## src/rtl/combo_score_tracker.sv

```systemverilog
// combo_score_tracker: BCD score/streak keeper with combo milestone strobe and
// a 4-digit multiplexed 7-segment display of either the score or the streak.
module combo_score_tracker #(
  parameter int STATE_GAME   = 0,
  parameter int STATE_PAUSE  = 1,
  parameter int STATE_RESET  = 2,
  parameter int STATE_BITS   = 1,
  parameter int COMBO_STEP   = 5,
  parameter int MUX_DIV_BITS = 17
) (
  input  logic                  clk,
  input  logic                  Reset_press,
  input  logic [STATE_BITS:0]   game_state,
  input  logic                  display_combo_en,
  input  logic                  hit,
  input  logic                  miss,
  output logic                  combo,
  output logic [15:0]           score_bcd,
  output logic [7:0]            combo_bcd,
  output logic [6:0]            seg,
  output logic [3:0]            an
);
  localparam logic [STATE_BITS:0] GS_GAME  = STATE_GAME[STATE_BITS:0];
  localparam logic [STATE_BITS:0] GS_PAUSE = STATE_PAUSE[STATE_BITS:0];
  localparam logic [STATE_BITS:0] GS_RESET = STATE_RESET[STATE_BITS:0];
  localparam logic [6:0]          STEP     = COMBO_STEP[6:0];

  logic [15:0]             score_q, score_d;
  logic [7:0]              streak_q, streak_d;
  logic [6:0]              shadow_q, shadow_d;
  logic                    combo_q, combo_d;
  logic [MUX_DIV_BITS-1:0] div_q, div_d;
  logic [1:0]              idx_q, idx_d;
  logic [3:0]              an_q, an_d, nib;
  logic [6:0]              seg_q, seg_d;
  logic                    in_game, in_rst;

  function automatic logic [15:0] bcd_inc(input logic [15:0] v);
    logic [15:0] r;
    logic        c;
    r = v;
    c = 1'b1;
    for (int i = 0; i < 4; i++)
      if (c) begin
        if (r[4*i +: 4] == 4'd9) r[4*i +: 4] = 4'd0;
        else begin
          r[4*i +: 4] = r[4*i +: 4] + 4'd1;
          c = 1'b0;
        end
      end
    return r;
  endfunction

  function automatic logic [6:0] seg7(input logic [3:0] d);
    case (d)
      4'd0: seg7 = 7'b1000000;
      4'd1: seg7 = 7'b1111001;
      4'd2: seg7 = 7'b0100100;
      4'd3: seg7 = 7'b0110000;
      4'd4: seg7 = 7'b0011001;
      4'd5: seg7 = 7'b0010010;
      4'd6: seg7 = 7'b0000010;
      4'd7: seg7 = 7'b1111000;
      4'd8: seg7 = 7'b0000000;
      4'd9: seg7 = 7'b0011000;
      default: seg7 = 7'b1111111;
    endcase
  endfunction

  // Pause and any undefined encoding both fall through to "freeze".
  assign in_game = game_state == GS_GAME && game_state != GS_PAUSE;
  assign in_rst  = game_state == GS_RESET;

  always_comb begin
    score_d  = score_q;
    streak_d = streak_q;
    shadow_d = shadow_q;
    combo_d  = 1'b0;
    if (in_rst) begin
      score_d  = '0;
      streak_d = '0;
      shadow_d = '0;
    end else if (in_game && miss) begin
      streak_d = '0;
      shadow_d = '0;
    end else if (in_game && hit) begin
      score_d = score_q == 16'h9999 ? score_q : bcd_inc(score_q);
      if (shadow_q != 7'd99) begin
        shadow_d = shadow_q + 7'd1;
        streak_d = streak_q[3:0] == 4'd9 ? {streak_q[7:4] + 4'd1, 4'd0}
                                         : {streak_q[7:4], streak_q[3:0] + 4'd1};
        combo_d  = shadow_d % STEP == 7'd0;
      end
    end
  end

  always_comb begin
    div_d = div_q + 1'b1;
    idx_d = &div_q ? idx_q + 2'd1 : idx_q;
    nib   = display_combo_en ? (idx_q[1] ? 4'hf : streak_q[{idx_q[0], 2'b00} +: 4])
                             : score_q[{idx_q, 2'b00} +: 4];
    an_d  = ~(4'b0001 << idx_q);
    seg_d = seg7(nib);
  end

  always_ff @(posedge clk or posedge Reset_press)
    if (Reset_press) begin
      score_q  <= '0;
      streak_q <= '0;
      shadow_q <= '0;
      combo_q  <= 1'b0;
      div_q    <= '0;
      idx_q    <= '0;
      an_q     <= 4'b1110;
      seg_q    <= 7'b1000000;
    end else begin
      score_q  <= score_d;
      streak_q <= streak_d;
      shadow_q <= shadow_d;
      combo_q  <= combo_d;
      div_q    <= div_d;
      idx_q    <= idx_d;
      an_q     <= an_d;
      seg_q    <= seg_d;
    end

  assign combo     = combo_q;
  assign score_bcd = score_q;
  assign combo_bcd = streak_q;
  assign an        = an_q;
  assign seg       = seg_q;
endmodule

```

## config.mk

```make
export PLATFORM = sky130hd
export DESIGN_NAME = combo_score_tracker
export DESIGN_NICKNAME = d
export VERILOG_FILES = /design/src/rtl/combo_score_tracker.sv
export SDC_FILE = /design/constraint.sdc
export NUM_CORES = 1
export LEC_CHECK = 0
export ABC_CLOCK_PERIOD_IN_PS = 10200
export CORE_UTILIZATION = 60
export DETAILED_ROUTE_END_ITERATION = 10
export MAX_ROUTING_LAYER = met4
export PLACE_DENSITY = 0.86
export SETUP_SLACK_MARGIN = 0.1
export SLEW_MARGIN = 20
export SYNTH_ARGS = -nofsm -noshare
export SYNTH_HDL_FRONTEND = slang
export SYNTH_SLANG_ARGS = --single-unit
```

## constraint.sdc

```tcl
create_clock -name clk -period 10.2 [get_ports clk]
set_input_delay 1.53 -clock clk [delete_from_list [all_inputs] [get_ports clk]]
set_output_delay 1.53 -clock clk [all_outputs]
set_load 0.05 [all_outputs]
```

Word level (Yosys, flattened, before mapping)
Memory sizes are Yosys's and may differ from the RTL's. A register that Yosys moved wholly into a read port is not among the register bits. Cells that the tools add are included.

Output and inout bits: 36. ROM bits: 112. Memories kept: 1. Bits of input ports: 7. Logic and storage cells: 96. Bits in registers: 55.

Eq/ne operators: 11. Shift operators: 3. Divide/modulo/power cells: 1. $add $sub $neg: 9. Mux-type cells: 40. Bitwise gates (word level): 1. Reductions and logical operators: 19.

Memory list: (no name shown) (words 16, width 7, rd ports 1, clocked after Yosys merged registers in 1, wr ports 0, line 55) `case (d)`.

Operator list (count): 2-to-1 mux 16 bit (4); 2-to-1 mux 8 bit (5); 2-to-1 mux 4 bit (9); 2-to-1 mux 7 bit (4); adder 4 x 1 -> 4 bit, second input constant (6); equality test 4 bit, second input constant (5); 2-to-1 mux 1 bit (18); adder 17 x 1 -> 17 bit, second input constant (1); AND reduction 17 bit (1); equality test 16 bit, second input constant (1); variable part select 16 x 5 -> 4 bit (1); AND reduction 4 bit (3); nonzero test 3 bit (3); nonzero test 2 bit (4); variable part select 8 x 4 -> 4 bit (1); adder 7 x 1 -> 7 bit, second input constant (1); logical NOT 7 bit (1); modulo 7 x 3 -> 7 bit, second input constant (1); != test 7 bit, second input constant (1); AND reduction 3 bit (2); != test 2 bit, second input constant (2); NOT 4 bit (1); << shifter 1 x 2 -> 4 bit, first input constant (1); logical AND 1 bit (3); other kinds (5) (5).

Longest topological paths before layout
Depth after elaboration: 19. Depth in mapped cells: 21.

Worst setup path after synthesis
Ideal clock, no wire load.

Path type: flip-flop to flip-flop. From: register shadow_q[0]. To: register combo_q, in the netlist combo. Data required time: 10064 ps. Stages on the path, launching flop included: 22. Library setup time: 136 ps. Data arrival time: 4523 ps. Path slack: 5542 ps. Path through: dfrtp_1 -> ha_1 -> buf_6 -> and3_4 -> xnor2_1 -> inv_1 -> ha_1 -> nand2_1 -> a2111oi_0 -> o21a_1 -> a21oi_2 -> nand4_1 -> a2bb2oi_1 -> o32a_4 -> nor4_1 -> xnor2_1 -> ha_1 -> nor2b_1 -> and3b_1 -> and4_1 -> nor4_1 -> a211oi_1.

Longest elaborated chain between the ends: 7. Elaborated cells on any way between the ends: 8. Those cells by class: add/sub (1); div (1); eq/ne (1); mux (4); reduce/logical (1).

Ends and longest elaborated chain: start: declaration (line 30) `logic [6:0] shadow_q, shadow_d;`; start signal: assignment (line 119) `shadow_q <= shadow_d;`; adder 7 x 1 -> 7 bit (line 89) `shadow_d = shadow_q + 7'd1;`; modulo 7 x 3 -> 7 bit (line 92) `combo_d = shadow_d % STEP == 7'd0;`; logical NOT 7 bit (line 92); 2-to-1 mux 1 bit (*) (line 88) `if (shadow_q != 7'd99) begin`; 2-to-1 mux 1 bit (*) (line 86) `end else if (in_game && hit) begin`; 2-to-1 mux 1 bit (*) (line 83) `end else if (in_game && miss) begin`; 2-to-1 mux 1 bit (*) (line 79) `if (in_rst) begin`; named net combo_d (line 31) `logic combo_q, combo_d;`; end signal: assignment (line 120) `combo_q <= combo_d;`; end: declaration (line 31).

The timed path passes the listed nets; every way through them passes the cells marked *. A chain may end at the register's enable or synchronous reset.

Worst setup path in the final report
Same ends and word-level chain as after synthesis.

==> metrics.yaml <==
timing:
  setup_viol: 0
  tns_ns: 0
  fin_crit_sh_pct: 52.7
  max_freq_mhz: 186
  tightest_slew_ns: 0.754
  finalWorstSetupSlack_ns: 4.82
  period_needed_ns: 5.38
  rsz0062_at_grt: "false"
  slew_violations: 0
  slew_headroom_pct: 49.7
  whs_ns: 0.471
  skew_ns: 0.00980
  hold_violations: 0
logic_synthesis:
  synth_edf_count: 0
  yosys_register_bits: 62
  synth.avg_cell_area_um2: 9.39
  synth-async-reset-ratio_pct: 100
  ys.flop_type: "dfrtp_1"
  seq_area_frac_synth_pct: 37.9
  syn-cell-area_um2: 4110
  yosysWarnings: 0
  syn_nets: 472
  postSynthCellCount: 437
  ys_types: 65
outcome:
  violations: "design-rule violations"
  outcome: "complete, but fails checks"
worst_setup_path:
  critPathLaunchType: "flip-flop"
  crit_path_end_kind: "flip-flop"
  crit_fanout: 10
  timing.critical_path.required_ns: 10.41
  arrival_ns: 5.59
  crit_type: "flip-flop to flip-flop"
global_route:
  grt_max_degree: 63
  gr-usage-met3_pct: 5.21
  grt_pass1_vias: 3268
  grt_overflow: 0
  grt_first_pass_wirelength_um: 15000
  top_usage_layer: "met2"
  antenna_found_initial: 0
  met1_usage_pct: 34.6
  gr-usage-all-layers_pct: 27.4
  grt.met2_usage_pct: 44.2
power_and_ir_drop:
  power.total_uw: 780
  power_density_nw_per_um2: 165
  ir_drop_mv: 0.214
  power_leakage_uw: 0.00204
final_layout:
  diodes: 0
  nFillCells: 449
  area_growth_syn_to_layout_pct: 14.9
  utilization_pct: 73.1
  ff_latch_area_um2: 1560
  nets: 512
  multi_input_area_um2: 2370
  layout-drive-gt1-share_pct: 9.96
detailed_routing:
  drt_pass1_iterations: 10
  drt_iter0_markers: 210
  wl_per_cell_um: 16.0
  drcViolationCount: 2
  via_per_inst: 6.13
  wl_um: 8970
  vias: 3426
  ant_nets: 0
clock_network:
  cts_buffer_depth: 2
  clk_pin_slew_worst_paths_ns: 0.08
  cts_num_sinks: 62
  cts_hold_buf: 0
  cts-root-buf: "clkbuf_8"
  cts_tree: "yes"
  clock_latency_ns: 0.34
  htree_num_levels: 3
  cts_buffers: 9
  post-cts-setup-buffers: 0
  post_cts_resized: 0
placement:
  dp_hpwl_um: 6450
  port_buffers: 42
  gp_congestion: 0.911
  pre_cts_ws_ns: 4.96
die:
  start_util_pct: 63.6
  core.rowCount: 29
  ios: 43
  core_area_um2: 6460
  dieWidth_um: 84.7
  dieArea_um2: 7180
  die_y_um: 84.7
run:
  maxCapViolations: 0
worst_hold_path:
  worstHoldPathType: "flip-flop to flip-flop"
[Yosys cell counts (6+ instances only)]
library cell	count	area share, %
nand3_1	21	2.6
nand2_1	39	3.6
xor2_1	14	3.0
ha_1	28	8.5
o21ai_0	25	3.0
nor2_1	41	3.7
dfrtp_1	58	35
nand2b_1	7	1.1
and3_1	8	1.2
xnor2_1	18	3.8
a21oi_1	22	2.7
nor3_1	11	1.3
o31ai_1	6	1.1
clkbuf_1	6	0.55
inv_1	26	2.4
[state kept, by name, indices dropped and copies added, names as in the netlist]
name / cells
div_q: 17
score_bcd: 16
combo_bcd: 8
seg: 7
shadow_q: 7
an: 4
idx_q: 2
combo: 1
[power breakdown]
part           total [uW]  internal [uW]  switching (uW)
clock                 191           88.3             103
sequential            319            275            43.7
combinational         270           95.9             174
total                 780            459             320
[cells in the final DEF (no fill, tap or decap), types with 4 or more instances in the layout]
master and instances:
nand2b_1 7, dfstp_2 4, a2111oi_0 4, nand2_1 39, o21a_1 4, nor4_1 4
mux2_2 4, or3_1 5, o21ai_0 25, o31ai_1 6, a21oi_1 22, mux4_2 4
dfrtp_1 58, a21o_1 4, ha_1 28, nand3b_1 4, xor2_1 14, nor2_1 40
nor2b_1 4, nor3_1 11, inv_1 25, nand3_1 21, clkdlybuf4s50_1 42, xnor2_1 18
clkbuf_8 9, and3_1 8
[stage by stage]
stage / cell area, um^2 / std cells
floorplan: 4110 / 437
global placement: 4540 / 543
detailed placement: 4540 / 543
CTS: 4720 / 559
global route: 4720 / 559
finish: 4720 / 559
[worst paths after layout]
check | startpoint | endpoint | slack [ns] | depth (start not counted)
worst max-delay path | shadow_q[0] | combo | 4.82 | 20
worst min register to register | div_q[4] | div_q[4] | 0.47 | 1
min in group asynchronous | Reset_press | seg[5] | 1.73 | 3
max in group asynchronous | Reset_press | score_bcd[14] | 7.98 | 3
worst max register to register | shadow_q[0] | combo | 4.82 | 20
worst min-delay path | div_q[4] | div_q[4] | 0.47 | 1
[per-layer routing]
metal	up-vias	wire, um
li1	1641	-
met1	1644	4010
met2	124	4310
met3	17	491
met4	0	157
met5	-	0
[kinds of logic after synthesis]
group	Yosys count	synth area share, %
muxes	9	3.54
adders and majority gates	28	8.53
and+or+nand+nor	166	21.0
AOI/OAI and AO/OA	100	17.8
DFF	62	37.9
xor gates and xnor gates	32	6.83
buffers and inverters	40	4.45
[cell type report]
class | instances | area share, %
clock buffers | 9 | 2.63
repair buffers | 43 | 9.07
well taps | 77 | 2.04
inverters | 26 | 2.07
flip-flops and latches | 62 | 33.0
multi-input cells | 335 | 50.2
clock inverters | 7 | 1.01
[worst max-delay path, stage by stage (launching register included)]
cell and delay (ns):
dfrtp_1 0.54, ha_1 0.48, and3_4 0.29, xnor2_1 0.11
inv_1 0.09, ha_1 0.13, nand2_1 0.13, a2111oi_0 0.55
o21a_1 0.26, a21oi_2 0.12, nor2_1 0.20, a2111oi_0 0.15
o32a_4 0.38, nor4_1 0.44, xnor2_1 0.18, ha_1 0.25
nor2b_1 0.15, and3b_1 0.20, and4_1 0.19, nor4_1 0.29
a211oi_1 0.11
(Power assumes the default switching activity.)
